[config.mk]
export PLATFORM = sky130hd
export DESIGN_NAME = pixel_write_arbiter
export DESIGN_NICKNAME = d
export VERILOG_FILES = /design/src/rtl/pixel_write_arbiter.sv
export SDC_FILE = /design/constraint.sdc
export NUM_CORES = 1
export LEC_CHECK = 0
export ABC_AREA = 0
export BUFFER_PORTS_ARGS = -buffer_cell sky130_fd_sc_hd__buf_4
export CORE_AREA = 10 10 117 119
export DETAILED_ROUTE_END_ITERATION = 8
export DIE_AREA = 0 0 127 129
export PLACE_DENSITY = 0.69
export SLEW_MARGIN = 25
export SYNTH_ARGS = -nofsm -noshare
export SYNTH_HDL_FRONTEND = slang
export SYNTH_SLANG_ARGS = --single-unit
export TNS_END_PERCENT = 30
[constraint.sdc]
create_clock -name clock -period 3.1 [get_ports clock]
set_clock_uncertainty 0.2 [all_clocks]
set_input_delay 0.155 -clock clock [delete_from_list [all_inputs] [get_ports clock]]
set_output_delay 0.155 -clock clock [all_outputs]
set_load 0.02 [all_outputs]
[src/rtl/pixel_write_arbiter.sv]
// rtl/pixel_write_arbiter.sv - round-robin arbiter sharing one Avalon-MM pixel write master among shaders
// Optional stats counters (write_count, stall_count) built only when PIXEL_ARB_STATS_EN is defined.
module pixel_write_arbiter #(
    parameter int NUM_REQ = 4,
    parameter int ADDR_W  = 32,
    parameter int DATA_W  = 16
) (
    input  logic                        clock,
    input  logic                        reset,
    input  logic [NUM_REQ-1:0]          req_valid,
    output logic [NUM_REQ-1:0]          req_ready,
    input  logic [NUM_REQ*ADDR_W-1:0]   req_address,
    input  logic [NUM_REQ*DATA_W-1:0]   req_writedata,
    output logic [ADDR_W-1:0]           m1_address,
    output logic [DATA_W-1:0]           m1_writedata,
    output logic                        m1_write,
    input  logic                        m1_waitrequest,
    output logic                        idle,
    output logic                        align_error,
    output logic [31:0]                 write_count,
    output logic [31:0]                 stall_count
);

    localparam int IDX_W = (NUM_REQ > 1) ? $clog2(NUM_REQ) : 1;

    typedef enum logic {
        IDLE,
        ISSUE
    } state_t;

    state_t            state;
    state_t            state_next;
    logic [IDX_W-1:0]  last_grant;
    logic [IDX_W-1:0]  grant;
    logic [IDX_W-1:0]  idx_sel;
    logic              found;
    int                idx;
    logic              any_valid;
    logic              can_accept;
    logic              handshake;
    logic              misaligned;
    logic              load;
    logic [ADDR_W-1:0] grant_address;
    logic [DATA_W-1:0] grant_data;

    // Search starts just after the previous winner so every requester gets a turn.
    always_comb begin
        grant   = last_grant;
        found   = 1'b0;
        idx     = 0;
        idx_sel = '0;
        for (int k = 1; k <= NUM_REQ; k++) begin
            idx     = (int'(last_grant) + k) % NUM_REQ;
            idx_sel = IDX_W'(idx);
            if (!found && req_valid[idx_sel]) begin
                grant = idx_sel;
                found = 1'b1;
            end
        end
    end

    assign grant_address = req_address[int'(grant)*ADDR_W +: ADDR_W];
    assign grant_data    = req_writedata[int'(grant)*DATA_W +: DATA_W];
    assign misaligned    = grant_address[0];

    assign any_valid  = |req_valid;
    assign can_accept = (state == IDLE) | ~m1_waitrequest;
    assign handshake  = can_accept & any_valid;
    assign load       = handshake & ~misaligned;

    // Misaligned requests still get their ready pulse so the shader is not stuck.
    always_comb begin
        req_ready = '0;
        if (handshake && !reset) begin
            req_ready[grant] = 1'b1;
        end
    end

    always_comb begin
        state_next = state;
        case (state)
            IDLE: begin
                if (load) begin
                    state_next = ISSUE;
                end
            end
            ISSUE: begin
                if (!m1_waitrequest) begin
                    state_next = load ? ISSUE : IDLE;
                end
            end
            default: state_next = IDLE;
        endcase
    end

    always_ff @(posedge clock or posedge reset) begin
        if (reset) begin
            state <= IDLE;
        end else begin
            state <= state_next;
        end
    end

    always_ff @(posedge clock or posedge reset) begin
        if (reset) begin
            m1_address   <= '0;
            m1_writedata <= '0;
            last_grant   <= IDX_W'(NUM_REQ - 1);
            align_error  <= 1'b0;
        end else begin
            if (load) begin
                m1_address   <= grant_address;
                m1_writedata <= grant_data;
            end
            if (handshake) begin
                last_grant <= grant;
            end
            if (handshake && misaligned) begin
                align_error <= 1'b1;
            end
        end
    end

    assign m1_write = (state == ISSUE);
    assign idle     = (state == IDLE) & ~any_valid;

`ifdef PIXEL_ARB_STATS_EN
    logic write_done;
    logic stall_cycle;

    assign write_done  = (state == ISSUE) & ~m1_waitrequest;
    assign stall_cycle = m1_write & m1_waitrequest;

    always_ff @(posedge clock or posedge reset) begin
        if (reset) begin
            write_count <= '0;
            stall_count <= '0;
        end else begin
            if (write_done && write_count != 32'hFFFF_FFFF) begin
                write_count <= write_count + 32'd1;
            end
            if (stall_cycle && stall_count != 32'hFFFF_FFFF) begin
                stall_count <= stall_count + 32'd1;
            end
        end
    end
`else
    assign write_count = '0;
    assign stall_count = '0;
`endif

endmodule

# [Word level (Yosys, flattened, before mapping)]
# Cells that the tools add are included.
# W data, S select, Z words.
[op_classes] addsub=4 n_lt_le_gt_ge=6 shifts=2 n_mux=21 bitwise=8 reduce_logical=11
[op_table] operator="$shiftx A128 B8 Y32" n=1
[op_table] operator="$shiftx A64 B7 Y16" n=1
[op_table] operator="$lt A2 B3 Y1 const B" n=5
[op_table] operator="$mux W1" n=10
[op_table] operator="$bmux W1 S2" n=4
[op_table] operator="$mux W2" n=4
[op_table] operator="$logic_and A1 B1 Y1" n=6
[op_table] operator="$add A2 B1 Y2 const B" n=2
[op_table] operator="$add A2 B2 Y2 const B" n=2
[op_table] operator="$logic_not A1 Y1" n=4
[op_table] operator="$mux W4" n=1
[op_table] operator="$not A1 Y1" n=4
[op_table] operator="$reduce_or A4 Y1" n=1
[op_table] operator="$and A1 B1 Y1" n=3
[op_table] operator="$demux W1 S2" n=1
[op_table] operator="$ge A2 B1 Y1 const B" n=1
[op_table] operator="$pmux W1 S2" n=1
[op_table] operator="$or A1 B1 Y1" n=1
[word_totals] regBits=52 out_inout_bits=119

# [Longest topological paths before layout]
[logic_depth] word_depth=19 ltp_mapped=10 depth_no_buf=6

# [Worst setup path after synthesis]
# OpenSTA, ideal clock, no wires.
[synth_timing] path_type="register -> register" from="register last_grant[1]" to="register m1_writedata[10]" arrival_ns=1.903 slack_ns=0.864 stages_incl_launch_ff=11 synth_period_minus_slack_ns=2.236 cell_sequence="dfstp_2 -> buf_2 -> o21ai_1 -> nand3_1 -> o21ai_1 -> a221oi_2 -> and3_1 -> buf_2 -> buf_4 -> buf_6 -> a31oi_1"
[synth_via] elab_chain_len=16 word_cells_on_any_way=29 cone_classes="add/sub (4); shift (2); mux (15); bitwise (2); reduce/logical (6)"
[synth_rtl] element="start, declared" line_no="33" source="logic [IDX_W-1:0] last_grant;"
[synth_rtl] element="start signal, assigned" line_no="108" source="last_grant <= IDX_W'(NUM_REQ - 1);"
[synth_rtl] element="start signal, assigned" line_no="116" source="last_grant <= grant;"
[synth_rtl] element="$add A2 B1 Y2" line_no="53" source="idx = (int'(last_grant) + k) % NUM_REQ;"
[synth_rtl] element="$bmux W1 S2" line_no="55" source="if (!found && req_valid[idx_sel]) begin"
[synth_rtl] element="$mux W1 (not written as such)" line_no="55"
[synth_rtl] element="$mux W1" line_no="55"
[synth_rtl] element="$logic_not A1 Y1" line_no="55"
[synth_rtl] element="$logic_and A1 B1 Y1" line_no="55"
[synth_rtl] element="$mux W1" line_no="55"
[synth_rtl] element="$logic_not A1 Y1" line_no="55"
[synth_rtl] element="$logic_and A1 B1 Y1" line_no="55"
[synth_rtl] element="$mux W1" line_no="55"
[synth_rtl] element="$logic_not A1 Y1" line_no="55"
[synth_rtl] element="$logic_and A1 B1 Y1" line_no="55"
[synth_rtl] element="$mux W2 (*)" line_no="55"
[synth_rtl] element="$shiftx A128 B8 Y32" line_no="62" source="assign grant_address = req_address[int'(grant)*ADDR_W +: ADDR_W];"
[synth_rtl] element="$not A1 Y1" line_no="69" source="assign load = handshake & ~misaligned;"
[synth_rtl] element="$and A1 B1 Y1" line_no="69"
[synth_rtl] element="end signal, assigned" line_no="113" source="m1_writedata <= grant_data;"
[synth_rtl] element="end, declared" line_no="15" source="output logic [DATA_W-1:0] m1_writedata,"
# Every way passes the cells marked *; elsewhere a longest branch is shown, timed or not. The select of a mux whose other input is x is not followed.
# A chain may end at the register's enable or synchronous reset.

# [Worst setup path in the final report]
[layout_timing] from="input req_valid[1]" to="output req_ready[0]"
[layout_via] elab_chain_len=17 word_cells_on_any_way=30 cone_classes="order compare (2); mux (18); bitwise (1); reduce/logical (9)"
[layout_rtl] element="start, declared" line_no="10" source="input logic [NUM_REQ-1:0] req_valid,"
[layout_rtl] element="$bmux W1 S2" line_no="55"
[layout_rtl] element="$mux W1 (not written as such)" line_no="55"
[layout_rtl] element="$mux W1" line_no="55"
[layout_rtl] element="$logic_not A1 Y1" line_no="55"
[layout_rtl] element="$logic_and A1 B1 Y1" line_no="55"
[layout_rtl] element="$mux W1" line_no="55"
[layout_rtl] element="$logic_not A1 Y1" line_no="55"
[layout_rtl] element="$logic_and A1 B1 Y1" line_no="55"
[layout_rtl] element="$mux W1" line_no="55"
[layout_rtl] element="$logic_not A1 Y1" line_no="55"
[layout_rtl] element="$logic_and A1 B1 Y1" line_no="55"
[layout_rtl] element="$mux W2" line_no="55"
[layout_rtl] element="$lt A2 B3 Y1 (not written as such) or $ge A2 B1 Y1 (tied branches)" line_no="75" source="req_ready[grant] = 1'b1;"
[layout_rtl] element="$logic_and A1 B1 Y1 (not written as such)" line_no="75"
[layout_rtl] element="$mux W1 (not written as such)" line_no="75"
[layout_rtl] element="$demux W1 S2" line_no="75"
[layout_rtl] element="$mux W4 (*)" line_no="74" source="if (handshake && !reset) begin"
[layout_rtl] element="end, declared" line_no="11" source="output logic [NUM_REQ-1:0] req_ready,"
# Marked as above.

==> results.cfg <==
[clock_network]
post_cts_buffers = 0
cts_inserted_buffers = 5
cts_tree = done
clock_tree.root_cell = clkbuf_16
cts_max_path_buffers = 2
cts-hold-fix-buffers = 63
cts-resized-gates = 0
clock_sinks = 52
cts_htree_levels = 2
clk_latency_ns = 0.29
path_clk_slew_ns = 0.07

[hold_path]
min_path_cells = 3
hold_path.class = in -> reg
worstHoldStart = req_address[36]
min_to = m1_address[4]$_DFFE_PP0P_

[grt]
grt_pass1_wl_mm = 26.7
grtUsageTotal = 0.198
grt_max_degree = 33
antenna_found_initial = 0
first_global_vias = 4858
grt_overflow_total = 0

[final_layout]
num-nets-final = 904
area_growth_pct = 71.7
post-route-cell-area_um2 = 6210
nFillCells = 1008
drive_gt1_frac = 0.411
antenna_cells = 0
final_cells = 849
fin_util = 0.548

[setup_path]
end_kind = output pin
rr_startpoint = last_grant[0]$_DFFE_PP1P_
reg2reg_to = align_error$_DFFE_PP0P_
cp_data_arrival_time_ns = 2.53
reg2regPathDepth = 7
crit_type = in -> out
cp_max_fo = 14
rrSetupSlack_ns = 0.43
required_ns = 2.74
critPathLaunchType = input pin

[run_status]
status = complete, but fails checks
failed_checks = negative hold slack

[timing]
fin_tns_setup_ns = 0
period_share = 0.930
min_period_ns = 2.88
fmax_mhz = 347
rsz0062_at_grt = no
finalSetupViolCount = 0
relSlewSlack = 0.458
slew_viol_final = 0
holdWs_ns = -0.00440
finalHoldViolCount = 1
worst_pin_slew_ns = 0.812

[logic_synthesis]
synth.avg_cell_area_um2 = 8.78
netlist_area_um2 = 3620
seq_area_frac_synth = 0.361
ys_ff_latch = 52
ys_types = 36
synth_cells = 412
yosys_warnings = 0

[place]
dp_cells = 778
placed_area_um2 = 5420
gp_congestion = 0.830
numPortBuffers = 253
dpl.hpwl_mm = 13.7

[detailed_routing]
vias_per_cell = 5.31
drt_wl_total_mm = 17.9
wl_per_cell_um = 21.1
vias = 4512
met2_length_mm = 9.16
drc = 0
wl_met3_mm = 1.86
wl_met1_mm = 6.67
final_antenna_net_count = 0
drt_iter0_drc = 485
drt_first_pass_iters = 9
top_layer_used = met4

[power_and_ir_drop]
ir_drop_v = 0.000492
powerDensity_nw_per_um2 = 817
leakagePower_nw = 2.90

[job]
maxCapViolCount = 0

[die]
die_height_um = 129
ios = 318
core_um2 = 11300
core.rowCount = 39
dieArea_um2 = 16400
start_util = 0.319
die_width_um = 127
==> where the power goes <==
group,switching (mW),internal (mW)
combinational,1.86,1.34
sequential,0.254,1.04
clock,0.254,0.322
total,2.37,2.70
==> critical path, stage by stage <==
cell,delay (ns)
dlygate4sd3_1,0.56
buf_4,0.19
nor4_1,0.54
a21o_1,0.51
buf_4,0.26
and3_1,0.17
buf_4,0.14
==> layout by cell type (no fill, tap or decap), types with 2 or more instances in the layout <==
| master | n |
|---|---|
| a21o_1 | 3 |
| o21ai_0 | 5 |
| clkinvlp_4 | 2 |
| a21oi_1 | 4 |
| and3_1 | 6 |
| a31oi_1 | 94 |
| a222oi_1 | 47 |
| inv_1 | 2 |
| nor4_1 | 3 |
| nand2_1 | 50 |
| clkbuf_16 | 5 |
| dlygate4sd3_1 | 63 |
| nor2b_1 | 4 |
| dfstp_2 | 2 |
| a22o_1 | 3 |
| dfrtp_1 | 50 |
| nor2_1 | 6 |
| buf_4 | 271 |
| conb_1 | 64 |
==> cell type report <==
type | count | area (um^2) | area share
inverters | 3 | 11.3 | 0.00181
flip-flops and latches | 52 | 1300 | 0.210
clock buffers | 6 | 139 | 0.0224
well taps | 143 | 179 | 0.0288
clock inverters | 2 | 15.0 | 0.00242
repair buffers | 334 | 2670 | 0.429
multi-input cells | 309 | 1890 | 0.305
==> state kept, by name, summed over array words and instances (netlist names) <==
signal        count
m1_address       32
last_grant        2
m1_write          1
m1_writedata     16
align_error       1
==> routing by layer <==
| metal | up-vias | global-route usage |
|---|---|---|
| li1 | 2086 | - |
| met1 | 2136 | 0.212 |
| met2 | 274 | 0.363 |
| met5 | - | 0 |
| met4 | 0 | 0.0415 |
| met3 | 16 | 0.0764 |
==> cell families (layout without fill, tap and decap cells) <==
group / after synthesis / count (layout) / share of synthesized area
AO/OA/AOI/OAI: 167 / 167 / 0.344
buffers and inverters: 114 / 345 / 0.196
AND/OR/NAND/NOR: 77 / 77 / 0.0952
flip-flops: 52 / 52 / 0.361
other: 1 / 64 / 0.00104
multiplexers: 1 / 1 / 0.00277
==> how the worst max path moves through the flow <==
stage / slack, ns / cells past startpoint / endpoint / from
after floorplan: 0.86 / 10 / m1_writedata[10]$_DFFE_PP0P_ / last_grant[1]$_DFFE_PP1P_
after global placement: 0.52 / 7 / align_error$_DFFE_PP0P_ / last_grant[0]$_DFFE_PP1P_
after detailed placement: 0.44 / 7 / align_error$_DFFE_PP0P_ / last_grant[0]$_DFFE_PP1P_
after CTS: 0.23 / 7 / req_ready[0] / req_valid[1]
after global routing: 0.11 / 7 / req_ready[0] / req_valid[1]
final: 0.22 / 7 / req_ready[0] / req_valid[1]
==> metrics by stage <==
step | power [mW] | setup WS [ns]
final | 5.07 | 0.216
after floorplan | 3.23 | 0.864
after CTS | 5.10 | 0.228
after detailed placement | 4.44 | 0.445
after global placement | 4.36 | 0.521
after global routing | 5.42 | 0.107
==> cells in the mapped netlist (all sizes together) <==
cell type  number  share of area
a211o           1         0.0024
a211oi          1         0.0021
a21o            3         0.0062
a21oi           4         0.0055
a221oi          1         0.0042
a222oi         47           0.13
a22o            3         0.0073
a22oi           2         0.0042
a311oi          1         0.0042
a31oi          94           0.16
and3            7          0.012
and4b           1         0.0028
buf            86           0.17
clkbuf         25          0.026
conb            1         0.0010
dfrtp          50           0.35
dfstp           2          0.015
inv             3         0.0031
mux2i           1         0.0028
nand2          50          0.052
nand2b          1         0.0017
nand3           1         0.0014
nor2            6         0.0062
nor2b           4         0.0069
nor3            1         0.0014
nor4            3         0.0052
o211ai          1         0.0021
o21ai           7         0.0097
o21bai          1         0.0021
o22ai           1         0.0017
or2             2         0.0035
or4             1         0.0021
Note: power is estimated with default switching activity, not from simulation.
